**src/rtl/iserdes_pkg.sv**
```systemverilog
// -----------------------------------------------------------------------------
// iserdes_pkg
// Shared definitions for the ISERDES word aligner:
//   - nibble / word geometry constants
//   - aligner FSM state encoding
//   - small helper for the wrapping nibble index
// No ports (package).
// -----------------------------------------------------------------------------
package iserdes_pkg;

  localparam int NIBBLE_W         = 4;
  localparam int WORD_W           = 16;
  localparam int NIBBLES_PER_WORD = WORD_W / NIBBLE_W;
  localparam int NIB_IDX_W        = 2;

  typedef enum logic [2:0] {
    ST_IDLE   = 3'd0,
    ST_CHECK  = 3'd1,
    ST_SLIP   = 3'd2,
    ST_WAIT   = 3'd3,
    ST_LOCKED = 3'd4
  } state_e;

  // Index into the word being assembled; wraps 3 -> 0 by width.
  function automatic logic [NIB_IDX_W-1:0] nib_idx_inc(input logic [NIB_IDX_W-1:0] idx);
    return idx + 1'b1;
  endfunction

endpackage

```
**src/rtl/iserdes_nibble_packer.sv**
```systemverilog
// -----------------------------------------------------------------------------
// iserdes_nibble_packer
// Collects four consecutive nibbles into a 16-bit word. The first nibble lands
// in bits [3:0], the fourth in [15:12]. The word register and its valid pulse
// update on the clock after the fourth nibble is pushed.
// Ports:
//   clk           clock
//   resetb        asynchronous active-low reset
//   i_clear       drop any partial word and restart at nibble 0
//   i_push        accept i_nibble this cycle (ignored while i_clear is high)
//   i_nibble      nibble to store
//   o_word        last completed word (held between completions)
//   o_word_valid  one-cycle pulse when o_word updates
// -----------------------------------------------------------------------------
module iserdes_nibble_packer
  import iserdes_pkg::*;
(
  input  logic                clk,
  input  logic                resetb,
  input  logic                i_clear,
  input  logic                i_push,
  input  logic [NIBBLE_W-1:0] i_nibble,
  output logic [WORD_W-1:0]   o_word,
  output logic                o_word_valid
);

  logic [NIB_IDX_W-1:0] r_idx;
  logic [NIBBLE_W-1:0]  r_nib [NIBBLES_PER_WORD-1];
  logic [WORD_W-1:0]    r_word;
  logic                 r_word_valid;

  logic                 w_push;
  logic                 w_last;
  logic [WORD_W-1:0]    w_word_next;

  assign w_push = i_push && !i_clear;
  assign w_last = (r_idx == NIB_IDX_W'(NIBBLES_PER_WORD - 1));

  always_ff @(posedge clk or negedge resetb) begin
    if (!resetb) begin
      r_idx <= '0;
    end else if (i_clear) begin
      r_idx <= '0;
    end else if (i_push) begin
      r_idx <= nib_idx_inc(r_idx);
    end
  end

  // Only the first three nibbles need storage; the fourth is taken straight
  // from the input when the word is committed.
  genvar gi;
  generate
    for (gi = 0; gi < NIBBLES_PER_WORD - 1; gi++) begin : g_nib
      always_ff @(posedge clk or negedge resetb) begin
        if (!resetb) begin
          r_nib[gi] <= '0;
        end else if (w_push && (r_idx == NIB_IDX_W'(gi))) begin
          r_nib[gi] <= i_nibble;
        end
      end
      assign w_word_next[gi*NIBBLE_W +: NIBBLE_W] = r_nib[gi];
    end
  endgenerate

  assign w_word_next[WORD_W-1 -: NIBBLE_W] = i_nibble;

  always_ff @(posedge clk or negedge resetb) begin
    if (!resetb) begin
      r_word       <= '0;
      r_word_valid <= 1'b0;
    end else begin
      r_word_valid <= w_push && w_last;
      if (w_push && w_last) begin
        r_word <= w_word_next;
      end
    end
  end

  assign o_word       = r_word;
  assign o_word_valid = r_word_valid;

endmodule

```
**src/rtl/iserdes_word_aligner.sv**
```systemverilog
// -----------------------------------------------------------------------------
// iserdes_word_aligner
// Trains a 1:4 deserializer onto a known nibble pattern by pulsing BITSLIP
// until TRAIN_PATTERN is seen LOCK_COUNT times in a row, then assembles
// 16-bit words from the aligned nibble stream.
// Ports:
//   clk         CLKDIV-domain clock
//   resetb      asynchronous active-low reset
//   enable      level; low parks the aligner in IDLE
//   realign     one-cycle pulse; restarts training from any state
//   din         nibble from deserializer, din[0] oldest bit
//   din_valid   din qualifier; counters only advance when high
//   bitslip     one-cycle pulse to the deserializer BITSLIP input
//   locked      high while aligned
//   fail        sticky: a full cycle of 4 slips passed without lock
//   dout        assembled word, first nibble in [3:0]
//   dout_valid  one-cycle pulse when dout updates
//   slip_cnt    slips issued in the current training attempt, mod 4
// -----------------------------------------------------------------------------
module iserdes_word_aligner
  import iserdes_pkg::*;
#(
  parameter logic [NIBBLE_W-1:0] TRAIN_PATTERN = 4'hA,
  parameter int                  LOCK_COUNT    = 8,
  parameter int                  SLIP_WAIT     = 3
) (
  input  logic                clk,
  input  logic                resetb,
  input  logic                enable,
  input  logic                realign,
  input  logic [NIBBLE_W-1:0] din,
  input  logic                din_valid,
  output logic                bitslip,
  output logic                locked,
  output logic                fail,
  output logic [WORD_W-1:0]   dout,
  output logic                dout_valid,
  output logic [1:0]          slip_cnt
);

  localparam logic [7:0] MATCH_LAST = 8'(LOCK_COUNT - 1);
  localparam logic [3:0] WAIT_LAST  = 4'(SLIP_WAIT - 1);

  state_e     r_state;
  logic [7:0] r_match_cnt;
  logic [3:0] r_wait_cnt;
  logic [1:0] r_slip_cnt;
  logic       r_fail;
  logic       r_bitslip;
  logic       r_locked;

  state_e     w_state_next;
  logic [7:0] w_match_next;
  logic [3:0] w_wait_next;
  logic [1:0] w_slip_next;
  logic       w_fail_next;

  logic       w_pack_push;
  logic       w_pack_clear;

  always_comb begin
    w_state_next = r_state;
    w_match_next = r_match_cnt;
    w_wait_next  = r_wait_cnt;
    w_slip_next  = r_slip_cnt;
    w_fail_next  = r_fail;

    if (!enable) begin
      // slip_cnt and fail survive a disable; only realign/reset clear them.
      w_state_next = ST_IDLE;
      w_match_next = '0;
      w_wait_next  = '0;
    end else if (realign) begin
      w_state_next = ST_CHECK;
      w_match_next = '0;
      w_wait_next  = '0;
      w_slip_next  = '0;
      w_fail_next  = 1'b0;
    end else begin
      case (r_state)
        ST_IDLE: begin
          w_state_next = ST_CHECK;
          w_match_next = '0;
          w_wait_next  = '0;
        end
        ST_CHECK: begin
          if (din_valid) begin
            if (din == TRAIN_PATTERN) begin
              if (r_match_cnt == MATCH_LAST) begin
                w_state_next = ST_LOCKED;
                w_match_next = '0;
              end else begin
                w_match_next = r_match_cnt + 8'd1;
              end
            end else begin
              w_state_next = ST_SLIP;
              w_match_next = '0;
              w_slip_next  = r_slip_cnt + 2'd1;
              // A fourth slip means every phase was tried once.
              if (r_slip_cnt == 2'd3) begin
                w_fail_next = 1'b1;
              end
            end
          end
        end
        ST_SLIP: begin
          // Lasts exactly one cycle regardless of din_valid.
          w_state_next = ST_WAIT;
          w_wait_next  = '0;
        end
        ST_WAIT: begin
          if (din_valid) begin
            if (r_wait_cnt == WAIT_LAST) begin
              w_state_next = ST_CHECK;
              w_wait_next  = '0;
              w_match_next = '0;
            end else begin
              w_wait_next = r_wait_cnt + 4'd1;
            end
          end
        end
        ST_LOCKED: begin
          w_state_next = ST_LOCKED;
        end
        default: begin
          w_state_next = ST_IDLE;
        end
      endcase
    end
  end

  always_ff @(posedge clk or negedge resetb) begin
    if (!resetb) begin
      r_state     <= ST_IDLE;
      r_match_cnt <= '0;
      r_wait_cnt  <= '0;
      r_slip_cnt  <= '0;
      r_fail      <= 1'b0;
      r_bitslip   <= 1'b0;
      r_locked    <= 1'b0;
    end else begin
      r_state     <= w_state_next;
      r_match_cnt <= w_match_next;
      r_wait_cnt  <= w_wait_next;
      r_slip_cnt  <= w_slip_next;
      r_fail      <= w_fail_next;
      // Decoding the next state keeps these outputs registered yet aligned
      // with the state they describe.
      r_bitslip   <= (w_state_next == ST_SLIP);
      r_locked    <= (w_state_next == ST_LOCKED);
    end
  end

  // Realign or disable in the same cycle as the fourth nibble discards it.
  assign w_pack_push  = enable && !realign && din_valid && (r_state == ST_LOCKED);
  assign w_pack_clear = !enable || realign || (r_state != ST_LOCKED);

  iserdes_nibble_packer u_packer (
    .clk          (clk),
    .resetb       (resetb),
    .i_clear      (w_pack_clear),
    .i_push       (w_pack_push),
    .i_nibble     (din),
    .o_word       (dout),
    .o_word_valid (dout_valid)
  );

  assign bitslip  = r_bitslip;
  assign locked   = r_locked;
  assign fail     = r_fail;
  assign slip_cnt = r_slip_cnt;

endmodule

```
**config.mk**
```make
export PLATFORM = sky130hd
export DESIGN_NAME = iserdes_word_aligner
export DESIGN_NICKNAME = d
export VERILOG_FILES = /design/src/rtl/iserdes_pkg.sv /design/src/rtl/iserdes_nibble_packer.sv /design/src/rtl/iserdes_word_aligner.sv
export SDC_FILE = /design/constraint.sdc
export NUM_CORES = 1
export LEC_CHECK = 0
export CAP_MARGIN = 20
export CORE_MARGIN = 2
export CORE_UTILIZATION = 40
export CTS_CLUSTER_SIZE = 10
export DETAILED_ROUTE_END_ITERATION = 16
export PLACE_DENSITY = 0.62
export SLEW_MARGIN = 40
export SYNTH_ARGS = -nofsm -noshare
export SYNTH_HDL_FRONTEND = slang
export SYNTH_HIERARCHICAL = 1
export SYNTH_SLANG_ARGS = --single-unit
```
**constraint.sdc**
```tcl
create_clock -name clk -period 2.82 [get_ports clk]
set_input_delay 0.705 -clock clk [delete_from_list [all_inputs] [get_ports clk]]
set_output_delay 0.705 -clock clk [all_outputs]
set_load 0.01 [all_outputs]
```
==> summary.txt, run 1 <==
Status
  • Status: finished, final reports clean

Finish
  • Share of cells above drive strength 1: 24.2%
  • Nets: 260
  • Final Util: 49.0%
  • Non-Filler Instances: 321
  • Area Growth Syn to Fin: 18.8%
  • Inserted Diodes: 0

Placed design
  • # port buffers: 30
  • Routability cong.: 0.819
  • Inst Count DP: 313
  • Hpwl dp: 3.47 mm

Route
  • DRT iter0 DRCs: 67
  • Vias: 1,724
  • TritonRoute pass-1 iters: 5
  • Drt wl/cell: 15.3 µm
  • DRC: 0
  • DR vias/cell: 5.37
  • Post-DRT Antenna Nets: 0
  • Final wirelength: 4.92 mm

Clock network
  • Cts bufs inserted: 5
  • Worst-skew pair later-pin latency: 310 ps
  • # clock sinks: 51
  • H-tree Lvls: 2
  • CTS max path bufs: 2
  • Clk slew on worst S/H paths: 100 ps
  • Clock root buffer: clkbuf_8
  • Post-CTS setup buffers: 0
  • Post-CTS Hold Fix Bufs: 0
  • Resize count post-CTS: 0
  • CTS tree: built

Synth
  • Dominant cells by area after synthesis: dfrtp_1 (49%), mux2_2 (8.2%), mux2_4 (5.2%)
  • Yosys top cell area share: 49.0%
  • Async SR Flop Fraction: 100%
  • Synth cell types: 48
  • Post-Syn Area: 2600 µm²
  • EDFF count, synth: 0
  • Avg Synthesized Cell Area: 12.6 µm²
  • YS warnings: 6
  • Post-synthesis sequential area ratio: 49.0%
  • #FFs+latches synth: 51
  • Synth area leader: dfrtp_1
  • Synth Net Count: 223
  • Cells after synthesis: 206
  • Primary FF master, synth: dfrtp_1

GRT
  • Vias in the first global route: 1,646
  • Tot GR Track Use: 14.5%
  • GRT overflow: 0
  • Largest net degree at the start of global routing: 27
  • Initial antenna violation count: 0
  • First-pass GRT wire length: 8.34 mm

STA
  • RSZ-0062 raised after global routing: false
  • WHS: 398 ps
  • Setup TNS: 0 ps
  • Final period utilization: 81.8%
  • FMAX: 0.434 GHz
  • Clk_skew: 9.63 ps
  • Slew at the pin closest to its max-slew limit: 609 ps
  • Max_slew headroom: 59.4%
  • Setup Viol. Count Final: 0
  • Min Tclk post-route: 2310 ps
  • Max Slew Vio Count: 0
  • Final hold vios: 0

Worst setup path
  • Required @ worst endpoint: 3020 ps
  • Max Fanout on Critical Path: 17
  • Endpoint class of the critical path: register
  • Worst reg2reg endpoint: u_packer/o_word[14]
  • Arrival time worst endpoint: 2510 ps
  • CP Launch Type: input pin
  • Critical path type: input pin to register
  • Reg-to-reg startpoint: r_state[2]
  • Reg2Reg Setup Slack: 630 ps
  • Reg2reg path depth: 6

Power
  • PwrDens: 428 nW/µm²
  • Sequential Power Share: 57.0%
  • Lkg Pwr: 0.00139 µW
  • Internal power: 995 µW
  • VDD IR max: 211 µV
  • Combinational share of power: 8.7%
  • Sw Ratio: 24.9%
  • Power share of the clock group: 34.3%
  • Design Power: 1330 µW
  • NetSw: 330 µW

Die
  • Die Footprint: 7170 µm²
  • Starting density of the core: 41.3%
  • Die Wd: 84.7 µm
  • Die height: 84.7 µm
  • Row cnt: 29
  • IO Pins: 31
  • Core footprint: 6310 µm²

Run
  • Total of max-cap violations: 0

Worst hold path
  • Min-delay worst type: input pin to async pin
-- worst max-delay path by stage --
stage                                to  slack [ps]  startpoint
floorplan            u_packer/o_word[0]         650      enable
global placement     u_packer/o_word[1]         220      enable
detailed placement   u_packer/o_word[1]         180      enable
CTS                  u_packer/o_word[1]         520      enable
global route         u_packer/o_word[2]         360  r_state[1]
finish              u_packer/o_word[14]         510      enable
-- Yosys cell counts (2+ instances only) --
master	instances
nand3b_1	5
nor3_1	5
o2111ai_1	3
mux2_4	9
inv_1	10
or2_2	2
nor4_2	2
mux2_2	19
a21oi_1	2
a32oi_1	4
buf_6	4
o31ai_1	2
ha_1	8
nand2_1	8
o211ai_1	2
dfrtp_1	51
nand3_1	12
o21a_1	4
nor3b_1	4
nor2_1	7
nand4bb_4	3
o21ai_0	10
nand2b_1	4
nor2b_1	2
-- registers in the layout (all words and copies together), names as in the netlist --
| register | flops |
|---|---|
| u_packer/o_word_valid | 1 |
| r_match_cnt | 8 |
| r_wait_cnt | 4 |
| fail | 1 |
| u_packer/r_idx | 2 |
| locked | 1 |
| u_packer/r_nib | 12 |
| u_packer/o_word | 16 |
| slip_cnt | 2 |
| r_state | 3 |
| bitslip | 1 |
-- critical path: stages --
cell,delay [ps]
clkdlybuf4s50_1,470
nor2b_1,200
nand2_1,170
nor2_1,130
buf_4,170
nand3b_4,270
mux2_4,380
-- per-layer routing --
metal / track usage [%] / vias up / share of wire, % / routed length (µm)
met2: 22.1 / 36 / 45 / 2210
met3: 3.05 / 5 / 3.9 / 193
li1: - / 834 / - / -
met4: 4.76 / 0 / 1.0 / 51
met1: 20.7 / 849 / 50 / 2460
met5: 0 / - / 0 / 0
-- cells by family (layout without fill, tap and decap cells) --
family                   after synthesis  after routing  share of synthesized area (%)
AO/OA/AOI/OAI                         34             34                           10.2
XOR/XNOR                               1              1                          0.336
adder cells (fa/ha/maj)                8              8                           3.84
buffers and inverters                 16             54                           3.65
flip-flops                            51             51                           49.0
multiplexers                          29             29                           13.8
AND/OR/NAND/NOR                       67             67                           19.2
-- layout make-up --
type / count / area, µm²
inverters: 10 / 37.5
flip-flops and latches: 51 / 1280
clock buffers: 6 / 82.6
multi-input cells: 139 / 1230
repair buffers: 36 / 353
clock inverters: 2 / 16.3
well taps: 77 / 96.3
fillers: 577 / 3220
-- stage by stage --
stage          worst slack, ps  instance area (µm²)
3_3_place_gp               224                 3000
3_5_place_dp               183                 3000
6_report                   514                 3100
2_1_floorplan              654                 2610
4_1_cts                    521                 3100
5_1_grt                    364                 3100
-- power groups by stage --
stage | sequential, µW | combinational [µW] | clock [µW]
final | 756 | 115 | 454
after global routing | 759 | 128 | 495
after CTS | 756 | 118 | 473
after detailed placement | 771 | 117 | 0
after global placement | 770 | 117 | 0
after floorplan | 767 | 55.4 | 0
-- cell usage in the layout (no fill, tap or decap), drive strengths merged, types with 2 or more instances in the layout --
cell type      instances
nor2                   8
nand4bb                3
nor3b                  4
nand3                 12
a32oi                  4
ha                     8
a221o                  2
o21a                   4
nor2b                  2
o211ai                 2
or2                    2
clkdlybuf4s50         29
a21oi                  2
o31ai                  2
buf                    7
o21ai                 11
inv                   10
nand2b                 4
nand2                  8
mux2                  28
nor4                   3
nor3                   7
nand3b                 6
o2111ai                3
dfrtp                 51
clkbuf                 6
Power figures use the tool's default switching activity.
==> run 2: changes to the inputs <==
- clock period: 2.82 -> 2.3 ns (I/O delays scaled with it)
==> summary.txt, run 2 (synthesis gave the netlist of run 1 again) <==
Clock network
  • Post-CTS Hold Fix Bufs: 0 (unchanged)
  • Clock root buffer: clkbuf_8 (unchanged)
  • Cts bufs inserted: 5 (unchanged)
  • Resize count post-CTS: 0 (unchanged)
  • H-tree Lvls: 2 (unchanged)
  • Post-CTS setup buffers: 0 (unchanged)
  • CTS max path bufs: 2 (unchanged)
  • # clock sinks: 51 (unchanged)
  • Worst-skew pair later-pin latency: 310 ps (about the same)
  • CTS tree: built (unchanged)
  • Clk slew on worst S/H paths: 100 ps (about the same)

Finish
  • Most common cell after layout, fill and taps aside: dfrtp_1 (unchanged)
  • Share of cells above drive strength 1: 28.6% (was 24.2%)
  • Nets: 275 (was 260)
  • Inserted Diodes: 0 (unchanged)
  • Fin area: 3220 µm² (was 3100 µm²)
  • Max reg flops: 16 (unchanged)
  • Area Growth Syn to Fin: 23.6% (was 18.8%)
  • Most frequent cells in the layout: dfrtp_1 (51), clkdlybuf4s50_1 (29), buf_4 (19), mux2_2 (19), nand3_1 (12) (was dfrtp_1 (51), clkdlybuf4s50_1 (29), mux2_2 (19))

Worst setup path
  • Endpoint class of the critical path: register (unchanged)
  • Max Fanout on Critical Path: 17 (unchanged)
  • Reg2Reg Setup Slack: 540 ps (was 630 ps)
  • Arrival time worst endpoint: 2150 ps (was 2510 ps)
  • Setup crit start: enable (unchanged)
  • Reg-to-reg startpoint: r_state[1] (was r_state[2])
  • Critical path type: input pin to register (unchanged)
  • Required @ worst endpoint: 2510 ps (was 3020 ps)
  • CP Launch Type: input pin (unchanged)

Route
  • DRC: 0 (unchanged)
  • Post-DRT Antenna Nets: 0 (unchanged)
  • Drt wl/cell: 15.0 µm (was 15.3 µm)
  • TritonRoute pass-1 iters: 4 (was 5)
  • Final wirelength: 5.05 mm (was 4.92 mm)
  • DRT iter0 DRCs: 62 (was 67)
  • Vias: 1,763 (was 1,724)
  • DR vias/cell: 5.25 (was 5.37)

GRT
  • GRT overflow: 0 (unchanged)
  • Largest net degree at the start of global routing: 23 (was 27)
  • Vias in the first global route: 1,808 (was 1,646)
  • Tot GR Track Use: 15.6% (was 14.5%)
  • Initial antenna violation count: 0 (unchanged)
  • First-pass GRT wire length: 8.80 mm (was 8.34 mm)

Power
  • VDD IR max: 347 µV (was 211 µV)
  • PwrDens: 511 nW/µm² (was 428 nW/µm²)
  • Lkg Pwr: 0.00147 µW (was 0.00139 µW)

STA
  • RSZ-0062 raised after global routing: false (unchanged)
  • Clk_skew: 5.29 ps (was 9.63 ps)
  • Max_slew headroom: 72.5% (was 59.4%)
  • Min Tclk post-route: 1940 ps
  • Max Slew Vio Count: 0 (unchanged)
  • Slew at the pin closest to its max-slew limit: 412 ps (was 609 ps)
  • Setup TNS: 0 ps (unchanged)
  • FMAX: 0.515 GHz
  • Final hold vios: 0 (unchanged)
  • Final period utilization: 84.4%
  • Fin worst setup slack: 358 ps (was 514 ps)
  • Setup Viol. Count Final: 0 (unchanged)

Placed design
  • Placed cell areas: 3120 µm² (was 3000 µm²)
  • Hpwl dp: 3.73 mm (was 3.47 mm)
  • Pre-CTS setup slack: 9.74 ps (was 183 ps)
  • # port buffers: 30 (unchanged)
  • Routability cong.: 0.841 (was 0.819)

Die
  • Starting density of the core: 41.3% (unchanged)
  • Die height: 84.7 µm (unchanged)
  • IO Pins: 31 (unchanged)
  • Core footprint: 6310 µm² (unchanged)
  • Die Footprint: 7170 µm² (unchanged)
  • Die Wd: 84.7 µm (unchanged)
  • Row cnt: 29 (unchanged)

Run
  • Total of max-cap violations: 0 (unchanged)

Status
  • Status: finished, final reports clean (unchanged)

Worst hold path
  • Min-delay worst type: input pin to async pin (unchanged)
-- run 2: final timing paths --
| kind | end | cells after the start |
|---|---|---|
| setup / recovery | u_packer/o_word[9] | 8 |
| hold / removal | u_packer/o_word[9] | 1 |
| setup reg to reg | u_packer/o_word[9] | 7 |
| hold reg to reg | fail | 1 |
| max in group asynchronous | r_match_cnt[6] | 2 |
| min in group clk | fail | 1 |
-- run 2: worst max-delay path: stages --
cell and delay, ps:
clkdlybuf4s50_1 470, nor2b_1 210, nand2_1 90, nor2_1 90, buf_4 160, nand3b_4 90
buf_12 160, mux2_4 300
-- run 2: area by class of cell --
class                           count  area, µm²
Sequential cell                    51       1280
Multi-Input combinational cell    139       1230
Timing Repair Buffer               51        478
Fill cell                         573       3090
Tap cell                           77       96.3
Clock inverter                      2       16.3
Clock buffer                        6       82.6
Inverter                           10       37.5
-- run 2: per-stage QoR --
stage	total power, µW	util, %	cells	hold WS (ps)
after floorplan	1010	-	206	279
after global placement	1100	49.4	328	485
after detailed placement	1100	49.4	328	484
after CTS	1670	51.0	336	140
after global routing	1740	51.0	336	133
final	1650	51.0	336	137
-- run 2: routing by layer --
metal  wire length, µm  track usage, %  up-vias
li1                  -               -      865
met1              2360            20.6      855
met5                 0               0        -
met4                47            3.90        0
met3               250            4.72        5
met2              2390            25.2       38
-- run 2: power by group --
| group | switching [µW] | internal, µW |
|---|---|---|
| registers | 11.1 | 908 |
| logic | 85.6 | 79.7 |
| clock network | 315 | 246 |
| total | 412 | 1230 |
==> variant: new RTL, flow settings as in run 1 <==
Register the inputs `enable`, `realign`, `din` and `din_valid` before use, without a reset. The logic sees them one clock later. Comments in the files are not updated.
--- a/src/rtl/iserdes_word_aligner.sv
+++ b/src/rtl/iserdes_word_aligner.sv
@@ -41,6 +41,18 @@
   localparam logic [7:0] MATCH_LAST = 8'(LOCK_COUNT - 1);
   localparam logic [3:0] WAIT_LAST  = 4'(SLIP_WAIT - 1);
 
+  logic enable_q;
+  logic realign_q;
+  logic [NIBBLE_W-1:0] din_q;
+  logic din_valid_q;
+
+  always_ff @(posedge clk) begin
+    enable_q    <= enable;
+    realign_q   <= realign;
+    din_q       <= din;
+    din_valid_q <= din_valid;
+  end
+
   state_e     r_state;
   logic [7:0] r_match_cnt;
   logic [3:0] r_wait_cnt;
@@ -65,12 +77,12 @@
     w_slip_next  = r_slip_cnt;
     w_fail_next  = r_fail;
 
-    if (!enable) begin
+    if (!enable_q) begin
       // slip_cnt and fail survive a disable; only realign/reset clear them.
       w_state_next = ST_IDLE;
       w_match_next = '0;
       w_wait_next  = '0;
-    end else if (realign) begin
+    end else if (realign_q) begin
       w_state_next = ST_CHECK;
       w_match_next = '0;
       w_wait_next  = '0;
@@ -84,8 +96,8 @@
           w_wait_next  = '0;
         end
         ST_CHECK: begin
-          if (din_valid) begin
-            if (din == TRAIN_PATTERN) begin
+          if (din_valid_q) begin
+            if (din_q == TRAIN_PATTERN) begin
               if (r_match_cnt == MATCH_LAST) begin
                 w_state_next = ST_LOCKED;
                 w_match_next = '0;
@@ -109,7 +121,7 @@
           w_wait_next  = '0;
         end
         ST_WAIT: begin
-          if (din_valid) begin
+          if (din_valid_q) begin
             if (r_wait_cnt == WAIT_LAST) begin
               w_state_next = ST_CHECK;
               w_wait_next  = '0;
@@ -152,15 +164,15 @@
   end
 
   // Realign or disable in the same cycle as the fourth nibble discards it.
-  assign w_pack_push  = enable && !realign && din_valid && (r_state == ST_LOCKED);
-  assign w_pack_clear = !enable || realign || (r_state != ST_LOCKED);
+  assign w_pack_push  = enable_q && !realign_q && din_valid_q && (r_state == ST_LOCKED);
+  assign w_pack_clear = !enable_q || realign_q || (r_state != ST_LOCKED);
 
   iserdes_nibble_packer u_packer (
     .clk          (clk),
     .resetb       (resetb),
     .i_clear      (w_pack_clear),
     .i_push       (w_pack_push),
-    .i_nibble     (din),
+    .i_nibble     (din_q),
     .o_word       (dout),
     .o_word_valid (dout_valid)
   );
Formal check against the unedited RTL: not equivalent (Yosys sat finds a counterexample within 4 cycles, from zero or initial values and one cycle with resetb low).
==> variant against run 1 <==
Wire length shrank 12%. Sequential cell count grew 7. Cell area grew 1.0%. Area after synthesis shrank 3.3%. Global-route usage shrank 0.54 points. Setup slack gained 0.085 ns. Die area shrank 3.2%. Clock skew shrank 0.0015 ns. Critical endpoint is now u_packer/o_word[2]. Largest cell class unchanged.
Power is not compared: it rests on default switching activity, and its combinational part moved more than twofold at a synthesized area within 25%.
==> variant: results (changes against run 1) <==
** Global route
- The wire length of the first global-routing pass came to 7.73 mm (-7.2%).
- The global router's overall resource usage was 14.0% (-0.54 points).
- Global-route track usage on met2 :: 21.1% (-1.0 points)
- Met1 capacity usage during global routing :: 17.8% (-3.0 points)
- Via count of the first global-routing pass :: 1593 (-3.2%)
- Met3 Use GR :: 6.06% (+3.0 points)

** Synthesis
- The sequential cell area fraction in the yosys report is 56.2% (+7.2 points).
- Biggest area contributors in the synthesized netlist :: dfrtp_1 51%, mux2_2 8.9%, dfxtp_1 5.6%, mux2_4 5.4%, ha_1 4.0%
- The adder-cell area share of the yosys netlist came to 3.97% (+0.13 points).
- Cell types with the highest counts after synthesis :: 51 x dfrtp_1, 20 x mux2_2, 16 x nor2_1, 15 x o21ai_0, 13 x nand2_1
- The multiplexer area fraction after synthesis is 14.7% (+0.92 points).
- The synthesized-area fraction occupied by ao, oa, aoi and oai cells is 7.70% (-2.5 points).
- The proportion of register bits with asynchronous set or reset after synthesis was 87.9% (-12 points).
- XOR/XNOR share of the synthesized area :: 0.348% (+0.012 points)

** STA
- Post-route fraction of the period consumed by the critical path :: 78.8% (-3.0 points)
- Worst Max-Slew Pin Slew :: 0.633 ns (+0.0244 ns)
- The largest clock skew in the final design was 0.00810 ns (-0.00153 ns).

** Detailed routing
- Via total after detailed routing :: 1625 (-5.7%)
- The mean routed wirelength per cell came to 13.6 microns (-11%).
- The detailed-router iteration count before antenna repair was 4 (-1).
- Starting DRC count in detailed routing :: 58 (-13%)

** Worst setup path
- Destination of the worst register-to-register timing path :: u_packer/o_word[2]
- The critical path starts at enable_q.
- Logic depth of the worst register-to-register path :: 5 (-1)
- Following the worst setup path forward leads to its endpoint at u_packer/o_word[2].
- The setup slack on the worst flop-to-flop path was 0.60 ns (-0.03 ns).

** Run status
- The flow ran to the end, and the final reports show no timing, DRC or antenna violations.

** Clocking
- Worst-path clk slew :: 0.07 ns (-0.03 ns)
- Skew-Pair Late Insertion Delay :: 0.33 ns (+0.02 ns)
- CTS H-tree depth :: 3 (+1)
- The number of buffers added by the clock tree synthesis step came to 9 (+4).

** Placed design
- The worst slack at placement came to 0.560 ns (+0.376 ns).
- Placer Congestion :: 0.787 (-4.0%)
- The HPWL after detailed placement came to 3.03 mm (-13%).
- Placed inst area :: 2870 sq um (-4.1%)

** Finish
- Count of fill cells added during filler insertion :: 498 (-14%)
- The proportion of layout cells with a drive suffix above 1 is 22.4% (-1.7 points).
- Final layout net count :: 257 (-1.2%)
-- variant: cell types whose count changed in the layout (fill, tap and decap cells not counted), moves of 4 or more --
cell / before / now
dfxtp_1: 0 / 7
nor3_1: 5 / 1
inv_1: 10 / 6
nand2_1: 8 / 13
nor2_1: 7 / 16
o21ai_0: 10 / 15
buf_4: 5 / 1
o21a_1: 4 / 0
nand3_1: 12 / 5
a32oi_1: 4 / 0
-- variant: cell families after synthesis --
logic type | Yosys count
AND/OR/NAND/NOR | 63
flip-flops | 58
AO/OA/AOI/OAI | 32
multiplexers | 30
buffers and inverters | 12
adder cells (fa/ha/maj) | 8
XOR/XNOR | 1
-- variant: power by group --
part	leakage, nW	internal (mW)	switching [mW]
Combinational	0.579	0.0233	0.0284
Sequential	0.769	0.839	0.0129
Clock	0.124	0.596	0.346
Total	1.47	1.46	0.387
-- variant: stage by stage --
step	std cells	util [%]	hold slack [ns]
floorplan	204	-	0.409
CTS	320	52.1	0.480
global route	320	52.2	0.504
finish	320	52.2	0.471
detailed placement	304	48.0	0.471
global placement	304	48.0	0.464
-- variant: critical path, cell delays in order, from the launching register on --
cell	delay (ns)
dfxtp_1	0.43
nor2b_1	0.20
nand3_1	0.22
nor2_1	0.50
nand3b_4	0.37
mux2_4	0.39
-- variant: metal layers --
metal	routed length, microns	share of wire, %
met1	2060	47
met2	1980	46
met3	241	5.6
met4	54	1.2
met5	0	0
-- variant: final cells by class --
class | count | share of cell area (%)
clock inverter | 7 | 4.00
sequential | 58 | 45.3
tap | 75 | 3.00
multi-input combinational | 134 | 33.3
inverter | 6 | 0.720
clock buffer | 9 | 3.96
timing repair buffer | 31 | 9.68
